`config.mk`:
```
export PLATFORM = sky130hd
export DESIGN_NAME = branch_trace_buffer
export DESIGN_NICKNAME = d
export VERILOG_FILES = /design/src/rtl/trace_pkg.sv /design/src/rtl/trace_fifo.sv /design/src/rtl/branch_trace_buffer.sv
export SDC_FILE = /design/constraint.sdc
export NUM_CORES = 1
export LEC_CHECK = 0
export ABC_AREA = 1
export BUFFER_PORTS_ARGS = -buffer_cell sky130_fd_sc_hd__clkbuf_2
export CORE_ASPECT_RATIO = 1.25
export CORE_MARGIN = 5
export CORE_UTILIZATION = 45
export CTS_BUF_LIST = sky130_fd_sc_hd__clkbuf_4 sky130_fd_sc_hd__clkbuf_8 sky130_fd_sc_hd__clkbuf_16
export CTS_CLUSTER_SIZE = 14
export DETAILED_ROUTE_END_ITERATION = 10
export PLACE_DENSITY = 0.63
export SYNTH_ARGS = -nofsm -noshare
export SYNTH_HDL_FRONTEND = slang
export SYNTH_HIERARCHICAL = 1
export SYNTH_SLANG_ARGS = --single-unit
```
`constraint.sdc`:
```
create_clock -name clk -period 12 [get_ports clk]
set_input_delay 0.6 -clock clk [delete_from_list [all_inputs] [get_ports clk]]
set_output_delay 0.6 -clock clk [all_outputs]
set_load 0.05 [all_outputs]
```
`src/rtl/trace_pkg.sv`:
```
// Shared definitions for the branch trace buffer: RISC-V control-transfer
// opcodes, record kind encodings and the packed trace record layout.
package trace_pkg;

  localparam logic [6:0] OPC_BRANCH = 7'b1100011;
  localparam logic [6:0] OPC_JAL    = 7'b1101111;
  localparam logic [6:0] OPC_JALR   = 7'b1100111;

  typedef enum logic [1:0] {
    KIND_BRANCH = 2'd0,
    KIND_JAL    = 2'd1,
    KIND_JALR   = 2'd2,
    KIND_OTHER  = 2'd3
  } kind_e;

  typedef struct packed {
    logic [31:0] pc;
    logic [31:0] target;
    kind_e       kind;
    logic        taken;
  } trace_rec_t;

  localparam int REC_W = $bits(trace_rec_t);

  function automatic kind_e classify(input logic [6:0] opcode);
    case (opcode)
      OPC_BRANCH: return KIND_BRANCH;
      OPC_JAL:    return KIND_JAL;
      OPC_JALR:   return KIND_JALR;
      default:    return KIND_OTHER;
    endcase
  endfunction

endpackage

```
`src/rtl/trace_fifo.sv`:
```
// Generic synchronous FIFO with packed storage. The caller must not push
// while full unless it pops in the same cycle; clear overrides push and pop.
module trace_fifo
  import trace_pkg::*;
#(
  parameter int WIDTH = REC_W,
  parameter int DEPTH = 8
) (
  input  logic                   clk,
  input  logic                   rst,
  input  logic                   clear,
  input  logic                   push,
  input  logic                   pop,
  input  logic [WIDTH-1:0]       wdata,
  output logic [WIDTH-1:0]       rdata,
  output logic                   full,
  output logic                   empty,
  output logic [$clog2(DEPTH):0] count
);

  localparam int AW = $clog2(DEPTH);
  localparam int CW = AW + 1;
  localparam logic [CW-1:0] FULL_CNT = CW'(DEPTH);

  logic [WIDTH-1:0] mem_q [DEPTH];
  logic [WIDTH-1:0] mem_d [DEPTH];
  logic [AW-1:0]    wr_ptr_q, wr_ptr_d;
  logic [AW-1:0]    rd_ptr_q, rd_ptr_d;
  logic [CW-1:0]    count_q, count_d;

  always_comb begin
    mem_d    = mem_q;
    wr_ptr_d = wr_ptr_q;
    rd_ptr_d = rd_ptr_q;
    count_d  = count_q;
    if (clear) begin
      wr_ptr_d = '0;
      rd_ptr_d = '0;
      count_d  = '0;
    end else begin
      if (push) begin
        mem_d[wr_ptr_q] = wdata;
        wr_ptr_d        = wr_ptr_q + AW'(1);
      end
      if (pop) begin
        rd_ptr_d = rd_ptr_q + AW'(1);
      end
      // Simultaneous push and pop leaves occupancy unchanged.
      if (push && !pop) begin
        count_d = count_q + CW'(1);
      end else if (pop && !push) begin
        count_d = count_q - CW'(1);
      end
    end
  end

  always_ff @(posedge clk) begin
    if (rst) begin
      wr_ptr_q <= '0;
      rd_ptr_q <= '0;
      count_q  <= '0;
    end else begin
      wr_ptr_q <= wr_ptr_d;
      rd_ptr_q <= rd_ptr_d;
      count_q  <= count_d;
    end
  end

  // Storage carries no reset; validity is tracked by count alone.
  always_ff @(posedge clk) begin
    mem_q <= mem_d;
  end

  assign rdata = mem_q[rd_ptr_q];
  assign full  = (count_q == FULL_CNT);
  assign empty = (count_q == '0);
  assign count = count_q;

endmodule

```
`src/rtl/branch_trace_buffer.sv`:
```
// Captures retired branch/jump records into a FIFO for a trace consumer,
// dropping and counting records that arrive while the FIFO is full.
module branch_trace_buffer
  import trace_pkg::*;
#(
  parameter int DEPTH            = 8,
  parameter bit RECORD_NOT_TAKEN = 1'b1
) (
  input  logic                   clk,
  input  logic                   rst,
  input  logic                   in_valid,
  input  logic                   in_is_branch_jump,
  input  logic [6:0]             in_opcode,
  input  logic [31:0]            in_pc,
  input  logic [31:0]            in_next_pc,
  input  logic                   clear,
  output logic                   out_valid,
  input  logic                   out_ready,
  output logic [31:0]            out_pc,
  output logic [31:0]            out_target,
  output logic [1:0]             out_kind,
  output logic                   out_taken,
  output logic [$clog2(DEPTH):0] count,
  output logic [15:0]            drop_count
);

  kind_e            kind;
  logic             taken;
  logic             push;
  logic             pop;
  logic             push_acc;
  logic             full;
  logic             empty;
  trace_rec_t       wr_rec;
  trace_rec_t       head;
  logic [REC_W-1:0] head_raw;
  logic [15:0]      drop_count_q, drop_count_d;

  always_comb begin
    kind  = classify(in_opcode);
    // Unconditional jumps always redirect, so the PC compare is bypassed.
    taken = (kind == KIND_JAL || kind == KIND_JALR) ? 1'b1
                                                    : (in_next_pc != in_pc + 32'd4);
    push     = in_valid & in_is_branch_jump & (RECORD_NOT_TAKEN | taken);
    pop      = out_valid & out_ready;
    push_acc = push & (~full | pop);
    wr_rec   = '{pc: in_pc, target: in_next_pc, kind: kind, taken: taken};
  end

  always_comb begin
    drop_count_d = drop_count_q;
    if (clear) begin
      drop_count_d = '0;
    end else if (push && !push_acc && drop_count_q != 16'hFFFF) begin
      drop_count_d = drop_count_q + 16'd1;
    end
  end

  always_ff @(posedge clk) begin
    if (rst) begin
      drop_count_q <= '0;
    end else begin
      drop_count_q <= drop_count_d;
    end
  end

  trace_fifo #(
    .WIDTH(REC_W),
    .DEPTH(DEPTH)
  ) u_fifo (
    .clk   (clk),
    .rst   (rst),
    .clear (clear),
    .push  (push_acc),
    .pop   (pop),
    .wdata (wr_rec),
    .rdata (head_raw),
    .full  (full),
    .empty (empty),
    .count (count)
  );

  always_comb begin
    head       = trace_rec_t'(head_raw);
    out_valid  = ~empty;
    out_pc     = out_valid ? head.pc     : 32'd0;
    out_target = out_valid ? head.target : 32'd0;
    out_kind   = out_valid ? head.kind   : 2'd0;
    out_taken  = out_valid ? head.taken  : 1'b0;
    drop_count = drop_count_q;
  end

endmodule

```
[Word level (Yosys, flattened, before mapping)]
Index checks and enable logic that the tools add are counted.
Word-level totals
  register bits: 562
  bits of input ports: 77
  output and inout port bits: 88
  logic and storage cells: 64
Operators by class
  add/sub/neg operators: 6
  $lt $le $gt $ge: 3
  equal/unequal tests: 8
  multiplexer cells: 14
  bitwise operators: 9
  reduce and logical (&&, ||, !) cells: 12
Operators by type and width (count)
  536-bit bitwise mux: 1
  67-bit binary-select mux with 3-bit select: 1
  67-bit demux with 3-bit select: 1
  67-bit 2-to-1 mux: 3
  32-bit 2-to-1 mux: 2
  32-bit by 3-bit adder with 32-bit output, second input constant: 1
  32-bit inequality test: 1
  7-bit equality test, second input constant: 3
  16-bit by 1-bit adder with 16-bit output, second input constant: 1
  16-bit inequality test, second input constant: 1
  4-bit >= comparator, second input constant: 2
  4-bit 2-to-1 mux: 2
  3-bit NOT with 4-bit output: 2
  3-bit by 1-bit adder with 3-bit output, second input constant: 2
  2-bit one-hot mux with 3 select lines: 1
  1-bit logical AND: 5
  4-bit by 1-bit adder with 4-bit output, second input constant: 1
  4-bit equality test, second input constant: 1
  4-bit zero test: 1
  4-bit by 1-bit < comparator with 1-bit output, second input constant: 1
  4-bit by 1-bit subtractor with 4-bit output, second input constant: 1
  1-bit AND: 3
  1-bit NOT: 3
  2-bit by 1-bit equality test with 1-bit output, second input constant: 1
  9 further kinds: 11

[Longest topological paths before layout]
  depth after elaboration: 9
  mapped depth: 16
  mapped depth without buffers: 16

[By module]
The synthesis kept the hierarchy.
By module, submodules not included
  trace_fifo: instances 1, cells an instance 1868, area each 21874.7 sq um, sequential area each 16295.6 sq um
  branch_trace_buffer: instances 1, cells an instance 535, area each 2826.5 sq um, sequential area each 320.3 sq um

[Worst setup path before layout]
OpenSTA, ideal clock, no wires.
  path kind: register to register
  from: register u_fifo.count_q[0] (netlist: u_fifo/count[0])
  to: register u_fifo/mem_q[0] (netlist bit), enable pin
  setup time: 0.493 ns
  arrival: 4.647 ns
  required time: 11.507 ns
  setup slack: 6.860 ns
  stages on the path, launching flop included: 9
  buffers on the path: 1
  clock period less this slack: 5.140 ns
  path through: dfxtp_1 or2_2 nor3_1 buf_2 o21ai_1 inv_1 nor2_1 nand3_1 nor2_1
On the way
  cells in the longest elaborated chain, start to end: 6
  elaborated cells between the ends (all ways): 8
  those cells by class: eq/ne (1); bitwise (5); reduce/logical (2)
RTL lines
  start: declaration: line trace_fifo.sv:29  | logic [CW-1:0] count_q, count_d;
  start signal: assignment: line trace_fifo.sv:65  | count_q <= count_d;
  4-bit zero test: line trace_fifo.sv:76  | assign empty = (count_q == '0);
  net empty: line branch_trace_buffer.sv:33  | logic empty;
  1-bit NOT: line branch_trace_buffer.sv:85  | out_valid = ~empty;
  1-bit AND: line branch_trace_buffer.sv:45  | pop = out_valid & out_ready;
  1-bit OR: line branch_trace_buffer.sv:46  | push_acc = push & (~full | pop);
  1-bit AND: line branch_trace_buffer.sv:46
  net push_acc: line branch_trace_buffer.sv:31  | logic push_acc;
  2-bit AND reduction (no line)
  end signal: assignment: line trace_fifo.sv:71  | mem_q <= mem_d;
  end: declaration: line trace_fifo.sv:25  | logic [WIDTH-1:0] mem_q [DEPTH];
The timed path passes the listed nets, and every way through them passes these cells.
A chain may end at the register's enable or synchronous reset.

==> results by group <==
Pwr
  – Leak Pwr: 10.81 nW
  – IR drop worst, VDD: 0.00009405 V
  – Pwr Density: 157.9 nW/µm²

Setup path
  – Critical Path Slowest Stage Cell: buf_4
  – Max incr delay on CP: 0.96 ns
  – CP delay by family, top: buffers and inverters
  – Crit path arrival time: 4.06 ns
  – Startpoint Class: flip-flop
  – Reg2reg end: u_fifo/mem_q[414]
  – Worst Path Max Fanout: 158
  – Most used cell, CP: nand2_1
  – R2r setup slk: 7.96 ns
  – Bufs and invs on worst path: 4
  – Worst setup path end: out_target[23]
  – Critical path class: flip-flop to primary output
  – Cell Chain, Critical Path: inv_6 -> buf_4 -> o21ai_0 -> nand2_1 -> nand2_1 -> nand2_1 -> inv_1 -> nor2_1 -> clkbuf_2
  – Reg2Reg Depth: 9
  – Reg2reg start: u_fifo/count[0]
  – CP required: 11.40 ns
  – Crit path launch: u_fifo/rd_ptr_q[0]
  – Critical Path End Type: primary output
  – CP Depth: 9

Outcome
  – Status: finished clean

Clock tree
  – Total setup buffers inserted after CTS: 0
  – TritonCTS buffer count: 54
  – CTS sink count: 562
  – Htree depth: 2
  – Root Buffer: clkbuf_16
  – CTS clock-pin slew for the worst setup and hold paths: 0.06 ns
  – Post-CTS resize count: 0
  – Hold_buf cts: 0
  – CTS tree: yes
  – Clk_lat worst skew: 0.61 ns
  – Clock Tree Buf Depth: 3

Layout
  – Post-layout nets: 2619
  – Area Overhead vs Synth: 12.85%
  – Commonest non-fill, non-tap cell in the layout: nor2_1
  – Layout cells sized above 1: 13.04%
  – Final core occ: 51.01%
  – Most frequent cells in the layout: nor2_1, edfxtp_1, nand2_1, o21ai_0, clkbuf_2
  – Fill count: 4821

Die
  – Core Rows: 96
  – Die W: 219.6 µm
  – Die Height: 271.9 µm
  – Initial Util: 45.20%
  – Core Region: 54650 µm²
  – Die area: 59710 µm²
  – I/O pins: 165

Timing
  – Sum of negative setup slack: 0 ns
  – Period utilisation layout: 38.82%
  – Max Clk Rate: 214.7 MHz
  – Final Max Slew Viols: 0
  – Tmin final: 4.658 ns
  – RSZ-0062 raised after global routing: no
  – Worst Max-Slew Pin Slew: 1.265 ns
  – Slew headroom: 15.66%
  – Final Hold Viols: 0
  – Clock Skews: 0.01929 ns
  – Final setup viols: 0

Logic synthesis
  – Post-synthesis sequential area ratio: 67.27%
  – Post-synthesis area per instance: 10.28 µm²
  – Yosys warns: 6
  – Syn Nets: 2489
  – Seq cells post-synth: 562
  – Cell variety after synth: 44
  – Post-Syn Area: 24700 µm²
  – Post-Synthesis Cells: 2403

Place
  – GPL Wtd Cong: 0.9047
  – Dpl hpwl: 37060 µm
  – Port buffer count: 164

Routing
  – # DRC: 0
  – Final ANT Viol Nets: 0
  – WL/cell: 19.44 µm
  – Vias: 17317
  – 1st-iter DRT viols: 1383
  – Vias per Instance: 5.227
  – Initial DRT Pass Iterations: 6
  – Total Wirelength: 64410 µm

Global route
  – Gr ovfl total: 0
  – Vias in the first global route: 16815
  – Global-route wire length before repair: 98320 µm
  – Initial antenna violation count: 5
  – Pin count of the biggest net entering global routing: 212
  – Total GRT Usage: 21.23%

Worst hold path
  – Hold path depth: 1
  – HP Class: primary input to flip-flop

Run
  – Max Cap Viol: 0
-- worst min-delay path by stage --
stage                  startpoint                 end  slack [ns]
6_report            in_next_pc[5]     u_fifo/mem_q[8]        0.32
2_1_floorplan  u_fifo/wr_ptr_q[0]  u_fifo/wr_ptr_q[0]        0.48
5_1_grt             in_next_pc[5]    u_fifo/mem_q[75]        0.32
3_5_place_dp       drop_count[15]      drop_count[15]        0.47
3_3_place_gp       drop_count[15]      drop_count[15]        0.48
4_1_cts             in_next_pc[5]     u_fifo/mem_q[8]        0.30
-- registers in the layout, summed over array words and instances (netlist names) --
| register | count |
|---|---|
| drop_count | 16 |
| u_fifo/count | 4 |
| u_fifo/wr_ptr_q | 3 |
| u_fifo/mem_q | 536 |
| u_fifo/rd_ptr_q | 3 |
-- cells by family (layout without fill, tap and decap cells) --
kind of cell               after synthesis  after routing  share of synthesized area (%)
AOI/OAI and AO/OA                      311            311                          6.418
adders and majority gates                9              9                         0.4863
and+or+nand+nor                       1242           1242                          20.09
xor gates and xnor gates                36             36                          1.307
other                                    0              2                              0
DFF                                    562            562                          67.27
buffers and inverters                  243            416                          4.427
-- final cells by class --
cell class | count | area, µm² | share of cell area (%)
repair buffers | 187 | 1006 | 3.609
multi-input cells | 1598 | 7057 | 25.32
clock inverters | 32 | 299.0 | 1.073
well taps | 735 | 919.6 | 3.299
flip-flops and latches | 562 | 16620 | 59.64
inverters | 130 | 498.0 | 1.786
clock buffers | 67 | 1466 | 5.261
diodes | 2 | 5.005 | 0.01795
-- synthesized netlist by cell type --
master / number / share of area (%)
nand3_2: 5 / 0.20
buf_4: 14 / 0.43
nand3b_1: 4 / 0.12
o21ai_1: 86 / 1.7
nor3_4: 1 / 0.066
nand2_4: 3 / 0.14
o21bai_1: 3 / 0.091
buf_2: 44 / 0.89
inv_4: 1 / 0.025
nand2b_1: 1 / 0.025
nor3b_1: 2 / 0.061
clkbuf_2: 5 / 0.10
ha_1: 8 / 0.41
nand3_1: 38 / 0.77
fa_1: 1 / 0.081
o21ai_0: 196 / 4.0
o31ai_1: 1 / 0.030
nor2_2: 12 / 0.30
nand4_1: 4 / 0.10
a31oi_1: 1 / 0.025
a21oi_1: 18 / 0.36
nor2_1: 670 / 10
inv_6: 1 / 0.035
dfxtp_1: 26 / 2.1
xnor2_1: 18 / 0.64
edfxtp_1: 536 / 65
buf_6: 8 / 0.36
a211oi_1: 3 / 0.091
or2_2: 5 / 0.13
nor2_8: 2 / 0.16
o21ba_1: 1 / 0.041
xnor2_2: 1 / 0.066
nor3_1: 11 / 0.22
xor2_1: 17 / 0.60
nor2_4: 5 / 0.23
clkbuf_1: 35 / 0.53
inv_2: 5 / 0.076
nand2_2: 8 / 0.20
clkinv_1: 1 / 0.015
o21a_1: 2 / 0.061
nand2_1: 470 / 7.1
nor3_2: 1 / 0.041
inv_1: 122 / 1.9
buf_1: 7 / 0.11
-- per-layer routing --
layer / share of wire (%) / GRT usage, %
met1: 41 / 27.27
met2: 51 / 37.31
met3: 5.6 / 3.524
met4: 2.3 / 5.703
met5: 0.040 / 0
-- through the flow --
stage               worst slack [ns]  hold slack, ns  instance area [µm²]  total power, mW  std cells
floorplan                      6.860          0.4757                24700            2.596       2403
global route                   6.946          0.3231                27870            4.570       3312
detailed placement             7.907          0.4739                26110            2.759       3212
global placement               7.933          0.4765                26110            2.751       3212
CTS                            7.225          0.2978                27870            4.444       3311
finish                         7.342          0.3222                27880            4.403       3313
-- report_power, final --
group	leakage [nW]	total (mW)	internal [mW]	switching [mW]
clock	0.880	1.69	0.974	0.717
combinational	4.84	0.542	0.124	0.418
sequential	5.09	2.17	2.16	0.0120
total	10.8	4.40	3.26	1.15
Power figures use the tool's default switching activity.
